`config.mk`:
```
export PLATFORM = sky130hd
export DESIGN_NAME = ctrl_sample_fifo_slave_flat
export DESIGN_NICKNAME = d
export VERILOG_FILES = /design/src/rtl/ctrl_sample_fifo_slave_if.sv /design/src/rtl/ctrl_sample_fifo_slave.sv /design/src/flat_wrapper.sv
export SDC_FILE = /design/constraint.sdc
export NUM_CORES = 1
export LEC_CHECK = 0
export ABC_AREA = 1
export ABC_CLOCK_PERIOD_IN_PS = 3700
export BUFFER_PORTS_ARGS = -buffer_cell sky130_fd_sc_hd__clkbuf_2
export CAP_MARGIN = 10
export CORE_MARGIN = 8
export CORE_UTILIZATION = 59
export CTS_CLUSTER_DIAMETER = 150
export DETAILED_ROUTE_END_ITERATION = 10
export PLACE_DENSITY_LB_ADDON = 0.08
export SLEW_MARGIN = 20
export SYNTH_ARGS = -nofsm -noshare
export SYNTH_HDL_FRONTEND = slang
export SYNTH_SLANG_ARGS = --single-unit
```
`constraint.sdc`:
```
create_clock -name clk -period 3.7 [get_ports clk]
set_input_delay 0.555 -clock clk [delete_from_list [all_inputs] [get_ports clk]]
set_output_delay 0.555 -clock clk [all_outputs]
set_load 0.01 [all_outputs]
```
`src/rtl/ctrl_sample_fifo_slave_if.sv`:
```
// rtl/ctrl_sample_fifo_slave_if.sv - CPU data-bus bundle for the control-sample FIFO slave
interface ctrl_sample_fifo_slave_if;
  logic        cyc;
  logic        we;
  logic [3:0]  sel;
  logic [29:0] adr;
  logic [31:0] dat;
  logic [31:0] rdt_n;
  logic        ack_n;

  modport master (
    output cyc, we, sel, adr, dat,
    input  rdt_n, ack_n
  );

  modport slave (
    input  cyc, we, sel, adr, dat,
    output rdt_n, ack_n
  );
endinterface

```
`src/rtl/ctrl_sample_fifo_slave.sv`:
```
// rtl/ctrl_sample_fifo_slave.sv - CBADC control-sample FIFO bus slave (optional irq: CTRL_FIFO_IRQ_EN)
module ctrl_sample_fifo_slave #(
  parameter int          N_MAX     = 8,
  parameter int          DEPTH     = 64,
  parameter logic [31:0] BASE_ADDR = 32'h0002_0000
) (
  input  logic                 clk,
  input  logic                 resetn,
  input  logic                 sample_valid,
  input  logic [N_MAX-1:0]     sample_data,
  ctrl_sample_fifo_slave_if.slave bus
`ifdef CTRL_FIFO_IRQ_EN
  ,
  output logic                 irq
`endif
);

  localparam int AW = $clog2(DEPTH);
  localparam int CW = AW + 1;

  localparam logic [1:0] IDX_DATA   = 2'd0;
  localparam logic [1:0] IDX_STATUS = 2'd1;
  localparam logic [1:0] IDX_CTRL   = 2'd2;
  localparam logic [1:0] IDX_THRESH = 2'd3;

  typedef enum logic [1:0] {
    ST_IDLE = 2'd0,
    ST_ACK  = 2'd1,
    ST_WAIT = 2'd2
  } state_t;

  state_t state_q, state_d;

  // Captured bus access (only the bits any register can use)
  logic        acc_we_q;
  logic [1:0]  acc_idx_q;
  logic [1:0]  acc_sel_q;
  logic [15:0] acc_dat_q;

  // FIFO storage and bookkeeping
  logic [N_MAX-1:0] mem_q [DEPTH];
  logic [AW-1:0]    wr_ptr_q, wr_ptr_d;
  logic [AW-1:0]    rd_ptr_q, rd_ptr_d;
  logic [CW-1:0]    count_q, count_d;
  logic             enable_q, enable_d;
  logic             ovf_q, ovf_d;
  logic             unf_q, unf_d;

  // Registered bus return path (active low)
  logic             ack_n_q, ack_n_d;
  logic [31:0]      rdt_n_q, rdt_n_d;

`ifdef CTRL_FIFO_IRQ_EN
  logic [15:0]      thresh_q, thresh_d;
  logic             irq_q, irq_d;
  logic [15:0]      count16;
`endif

  logic        hit;
  logic        ack_fire;
  logic        empty, full;
  logic        pop_req, pop, push_req, push, flush, clr_flags, ctrl_wr;
  logic [31:0] rd_data;
  logic        unused_bits;

  assign hit      = bus.cyc && (bus.adr[29:2] == BASE_ADDR[31:4]);
  assign ack_fire = (state_q == ST_ACK);
  assign empty    = (count_q == '0);
  assign full     = (count_q == CW'(DEPTH));

  assign bus.ack_n = ack_n_q;
  assign bus.rdt_n = rdt_n_q;

  assign unused_bits = ^{bus.dat[31:16], bus.sel[3:2], acc_sel_q, acc_dat_q};

  // Bus FSM state register; reset drops any access in flight
  always_ff @(posedge clk or negedge resetn) begin
    if (!resetn) begin
      state_q <= ST_IDLE;
    end else begin
      state_q <= state_d;
    end
  end

  // Bus FSM next state: one ack per cyc assertion
  always_comb begin
    state_d = state_q;
    case (state_q)
      ST_IDLE: if (hit)      state_d = ST_ACK;
      ST_ACK:                state_d = ST_WAIT;
      ST_WAIT: if (!bus.cyc) state_d = ST_IDLE;
      default:               state_d = ST_IDLE;
    endcase
  end

  // Latch the access when a hit is accepted in IDLE
  always_ff @(posedge clk or negedge resetn) begin
    if (!resetn) begin
      acc_we_q  <= 1'b0;
      acc_idx_q <= 2'd0;
      acc_sel_q <= 2'd0;
      acc_dat_q <= 16'd0;
    end else if (state_q == ST_IDLE && hit) begin
      acc_we_q  <= bus.we;
      acc_idx_q <= bus.adr[1:0];
      acc_sel_q <= bus.sel[1:0];
      acc_dat_q <= bus.dat[15:0];
    end
  end

  // Read mux for the latched register index
  always_comb begin
    rd_data = 32'd0;
    case (acc_idx_q)
      IDX_DATA: begin
        if (!empty) rd_data[N_MAX-1:0] = mem_q[rd_ptr_q];
      end
      IDX_STATUS: begin
        rd_data[CW-1:0] = count_q;
        rd_data[16]     = empty;
        rd_data[17]     = full;
        rd_data[18]     = ovf_q;
        rd_data[19]     = unf_q;
        rd_data[20]     = enable_q;
      end
      IDX_CTRL: begin
        rd_data[0] = enable_q;
      end
      IDX_THRESH: begin
`ifdef CTRL_FIFO_IRQ_EN
        rd_data[15:0] = thresh_q;
`endif
      end
      default: rd_data = 32'd0;
    endcase
  end

  // FIFO, flag and control-register next state
  always_comb begin
    wr_ptr_d  = wr_ptr_q;
    rd_ptr_d  = rd_ptr_q;
    count_d   = count_q;
    enable_d  = enable_q;
    ovf_d     = ovf_q;
    unf_d     = unf_q;
    ack_n_d   = 1'b1;
    rdt_n_d   = 32'hFFFF_FFFF;

    ctrl_wr   = ack_fire && acc_we_q && (acc_idx_q == IDX_CTRL) && acc_sel_q[0];
    flush     = ctrl_wr && acc_dat_q[1];
    clr_flags = ctrl_wr && acc_dat_q[2];
    pop_req   = ack_fire && !acc_we_q && (acc_idx_q == IDX_DATA);
    pop       = pop_req && !empty;
    push_req  = sample_valid && enable_q;
    // A pop in the same cycle frees the slot, so a full FIFO still accepts
    push      = push_req && (!full || pop);

    if (ack_fire) begin
      ack_n_d = 1'b0;
      rdt_n_d = ~rd_data;
    end

    if (ctrl_wr) enable_d = acc_dat_q[0];

    if (clr_flags) begin
      ovf_d = 1'b0;
      unf_d = 1'b0;
    end
    if (pop_req && empty)                 unf_d = 1'b1;
    if (push_req && full && !pop && !flush) ovf_d = 1'b1;

    if (flush) begin
      wr_ptr_d = '0;
      rd_ptr_d = '0;
      count_d  = '0;
    end else begin
      if (push) wr_ptr_d = wr_ptr_q + AW'(1);
      if (pop)  rd_ptr_d = rd_ptr_q + AW'(1);
      case ({push, pop})
        2'b10:   count_d = count_q + CW'(1);
        2'b01:   count_d = count_q - CW'(1);
        default: count_d = count_q;
      endcase
    end
  end

  // Sample storage; only written on an accepted, non-flushed push
  always_ff @(posedge clk) begin
    if (push && !flush) mem_q[wr_ptr_q] <= sample_data;
  end

  // FIFO pointers, flags and registered bus outputs
  always_ff @(posedge clk or negedge resetn) begin
    if (!resetn) begin
      wr_ptr_q <= '0;
      rd_ptr_q <= '0;
      count_q  <= '0;
      enable_q <= 1'b0;
      ovf_q    <= 1'b0;
      unf_q    <= 1'b0;
      ack_n_q  <= 1'b1;
      rdt_n_q  <= 32'hFFFF_FFFF;
    end else begin
      wr_ptr_q <= wr_ptr_d;
      rd_ptr_q <= rd_ptr_d;
      count_q  <= count_d;
      enable_q <= enable_d;
      ovf_q    <= ovf_d;
      unf_q    <= unf_d;
      ack_n_q  <= ack_n_d;
      rdt_n_q  <= rdt_n_d;
    end
  end

`ifdef CTRL_FIFO_IRQ_EN
  // Threshold register write (byte lanes) and level interrupt compare
  always_comb begin
    thresh_d = thresh_q;
    count16  = 16'd0;
    count16[CW-1:0] = count_q;
    if (ack_fire && acc_we_q && (acc_idx_q == IDX_THRESH)) begin
      if (acc_sel_q[0]) thresh_d[7:0]  = acc_dat_q[7:0];
      if (acc_sel_q[1]) thresh_d[15:8] = acc_dat_q[15:8];
    end
    irq_d = enable_q && (count16 >= thresh_q);
  end

  // Threshold and irq registers
  always_ff @(posedge clk or negedge resetn) begin
    if (!resetn) begin
      thresh_q <= 16'(DEPTH / 2);
      irq_q    <= 1'b0;
    end else begin
      thresh_q <= thresh_d;
      irq_q    <= irq_d;
    end
  end

  assign irq = irq_q;
`endif

endmodule

```
`src/flat_wrapper.sv`:
```
// flat-port wrapper written by rule: the top's interface ports become plain ports
module ctrl_sample_fifo_slave_flat 
#(
  parameter int          N_MAX     = 8,
  parameter int          DEPTH     = 64,
  parameter logic [31:0] BASE_ADDR = 32'h0002_0000
)
  (clk, resetn, sample_valid, sample_data, bus_cyc, bus_we, bus_sel, bus_adr, bus_dat, bus_rdt_n, bus_ack_n);
  ctrl_sample_fifo_slave_if bus_i ();
  input  logic clk;
  input  logic resetn;
  input  logic sample_valid;
  input  logic [N_MAX-1:0] sample_data;
  input wire logic [$bits(bus_i.cyc)-1:0] bus_cyc;
  input wire logic [$bits(bus_i.we)-1:0] bus_we;
  input wire logic [$bits(bus_i.sel)-1:0] bus_sel;
  input wire logic [$bits(bus_i.adr)-1:0] bus_adr;
  input wire logic [$bits(bus_i.dat)-1:0] bus_dat;
  output wire logic [$bits(bus_i.rdt_n)-1:0] bus_rdt_n;
  output wire logic [$bits(bus_i.ack_n)-1:0] bus_ack_n;
  assign bus_i.cyc = bus_cyc;
  assign bus_i.we = bus_we;
  assign bus_i.sel = bus_sel;
  assign bus_i.adr = bus_adr;
  assign bus_i.dat = bus_dat;
  assign bus_rdt_n = bus_i.rdt_n;
  assign bus_ack_n = bus_i.ack_n;
  ctrl_sample_fifo_slave #(.N_MAX(N_MAX), .DEPTH(DEPTH), .BASE_ADDR(BASE_ADDR)) u_core (.clk(clk), .resetn(resetn), .sample_valid(sample_valid), .sample_data(sample_data), .bus(bus_i));
endmodule
```
==> qor.csv <==
metric,value,unit
r2r_setup_slack,750,ps
finalNonFillerCells,2624,
cap_violations,0,
worstSetupStartpointType,flop,
sequential_cell_area,0.0165,sq mm
p_leak,9.22,nW
dieHeight,214,um
postSynth.asyncResetShare,8.08,%
combinationalPowerShare,1.3,%
grt_overflow,0,
grt_antenna_before_repair,2,
ys_warn_count,0,
finalWorstPathRequiredPeriod,2950,ps
p_switching,2.42,mW
grt_max_degree,144,
cts_root_buf,sky130_fd_sc_hd__clkbuf_16,
timing_hold_violations_final,0,
criticalPathCategory,flop to flop,
io_buffers,60,
final_cell_mix,"512 x sky130_fd_sc_hd__edfxtp_1, 433 x sky130_fd_sc_hd__nor2_1, 266 x sky130_fd_sc_hd__nand2_1, 205 x sky130_fd_sc_hd__o21ai_0, 109 x sky130_fd_sc_hd__nand3_1",
cts_tree,done,
ys_seq_elements,557,
finalPower,12.3,mW
design.core.area,0.0387,sq mm
drt-pass1-iter-count,6,
timing.final.max_slew_violations,0,
detailedRoute.firstIterationViolations,1649,
run_status,"complete, no violations",
hp-class,input pin to flop,
cts-hold-fix-buffers,1,
first_global_vias,15100,
critPathRequiredTime,3930,ps
clock-sinks,557,
routedWlPerCell,21.4,um
critical_path.n_buffers_inverters,1,
die_area,0.0459,sq mm
routed-via-count,15400,
final.period_utilization,79.6,%
crit_path_cell_trace,inv_1 -> nand3_1 -> o21ai_1 -> nand2_1 -> nor2_4 -> nand4_2 -> nor2_1,
switching_power_as_a_share_of_total_power,19.7,%
clock_share_of_power,42.8,%
postRouteAntennaNets,0,
via_to_cell_ratio,5.88,
maxSlewHeadroom,24.2,%
total_length_of_routed_wires,56100,um
clk_path_buf_depth,3,
critical-path-top-delay-family,simple AND/OR/NAND/NOR gates,
htreeDepth,2,
synth_enable_flop_cells,512,
dieWidth,214,um
clk_pin_slew_worst_paths,60,ps
seq_area_frac_synth,71.3,%
critical-path-max-stage-delay,730,ps
cts_post_setup_buffers_inserted,0,
netlist_area_pre_place,0.0232,sq mm
placed_cells,2524,
routability_congestion_estimate,0.914,
filler_cell_count,2866,
worst_clock_skew,22.2,ps
multi_input_comb_area,0.00579,sq mm
design.portCount,112,
max-vdd-ir-drop,0.440,mV
final_layout_size_suffix_gt1_share,12.3,%
mostFrequentLayoutCell,sky130_fd_sc_hd__edfxtp_1,
core.rowCount,72,
initial_utilization,59.8,%
power_report.internal_total,9.87,mW
synth_area_per_cell,11.7,sq um
rsz0062_at_grt,no,
finalSetupTns,0,ps
finalSetupViolCount,0,
yosys_most_used_dff,sky130_fd_sc_hd__edfxtp_1,
critical_path.slowest_cell,sky130_fd_sc_hd__nor2_1,
timing_worst_slew_pin_value,1130,ps
number_of_resized_instances_in_the_post_cts_repair_step,0,
drc,0,
power-per-cell-area,477,mW/mm^2
placedInstanceArea,0.0241,sq mm
area_delta_synth_final,11.2,%
fin_hold_ws,183,ps
pwr-share-seq,55.9,%
grt.total_usage,24.1,%
tritoncts.num_buffers,55,
dp_hpwl,33700,um
cp_max_fo,10,
wire_length_of_the_first_global_routing_pass,86000,um
clk_latency,610,ps
fin_area,0.0258,sq mm
synth_cell_type_count,41,
layout.nets,2146,
synthCells,1985,
antennaDiodeCount,0,
crit_arrival,3180,ps
fmaxAchievable,339,MHz
endpoint_kind,flop,
-- synthesized netlist by cell type, drive strengths merged (16+ instances only) --
library cell / n / area, sq um
inv: 54 / 203
nand2: 267 / 1000
nor2: 437 / 1670
nand4: 16 / 150
edfxtp: 512 / 15400
nand3: 110 / 556
dfrtp: 31 / 776
o21ai: 262 / 1310
clkbuf: 52 / 195
buf: 74 / 533
a21oi: 33 / 169
o211ai: 63 / 473
-- worst min-delay path: cells and delay by family --
family	cells	cell delay [ps]
buf+inv	1	80
simple gates	1	40
compound gates	1	60
-- area by class of cell --
cell class                 count  share of cell area [%]
inverter                      57                   0.850
timing repair buffer         130                    3.52
clock buffer                  69                    5.63
clock inverter                30                   0.898
sequential                   557                    64.1
tap                          518                    2.52
multi-input combinational   1263                    22.5
-- stage by stage --
stage          setup WS, ps  utilization (%)
3_3_place_gp            817             62.1
6_report                753             66.5
3_5_place_dp            690             62.1
4_1_cts                 714             66.5
5_1_grt                 504             66.5
2_1_floorplan          1600                -
-- logic make-up after synthesis --
logic type	after synthesis	share of synthesized area [%]
flip-flops	557	71.3
AO/OA/AOI/OAI	382	9.11
AND/OR/NAND/NOR	857	15.3
XOR/XNOR	1	0.0378
buffers and inverters	183	4.06
other	1	0.0162
adder cells (fa/ha/maj)	3	0.162
multiplexers	1	0.0486
-- registers in the layout, summed over array words and instances, names as in the netlist --
| register | count |
|---|---|
| u_core.state_q | 2 |
| u_core.enable_q | 1 |
| u_core.acc_we_q | 1 |
| u_core.wr_ptr_q | 6 |
| u_core.ovf_q | 1 |
| u_core.bus.rdt_n | 13 |
| u_core.bus.ack_n | 1 |
| u_core.rd_ptr_q | 6 |
| u_core.acc_dat_q | 3 |
| u_core.acc_idx_q | 2 |
| u_core.count_q | 7 |
| u_core.mem_q | 512 |
| u_core.acc_sel_q | 1 |
| u_core.unf_q | 1 |
-- metal layers --
layer	track usage, %	share of wire [%]	up-vias
li1	-	-	7141
met1	31.8	41	7595
met2	39.5	49	596
met3	5.12	7.7	105
met4	7.88	2.7	4
met5	0	0.041	-
-- power by group through the flow --
stage | Clock (mW) | Combinational (mW) | Sequential, mW
CTS | 5.32 | 0.154 | 6.87
detailed placement | 0 | 0.153 | 7.00
floorplan | 0 | 0.0259 | 7.01
global placement | 0 | 0.150 | 7.00
global route | 5.57 | 0.167 | 6.87
finish | 5.26 | 0.156 | 6.87
-- worst paths after layout --
kind                                    from                    to  cells after the start
setup / recovery           u_core.state_q[1]   u_core.mem_q[54][5]                      7
hold / removal                    bus_dat[2]   u_core.acc_dat_q[2]                      3
setup reg to reg           u_core.state_q[1]   u_core.mem_q[54][5]                      7
hold reg to reg                 u_core.ovf_q  u_core.bus.rdt_n[18]                      1
max in group asynchronous             resetn      u_core.bus.ack_n                      3
min in group asynchronous             resetn    u_core.wr_ptr_q[5]                      2
(Power assumes the default switching activity.)
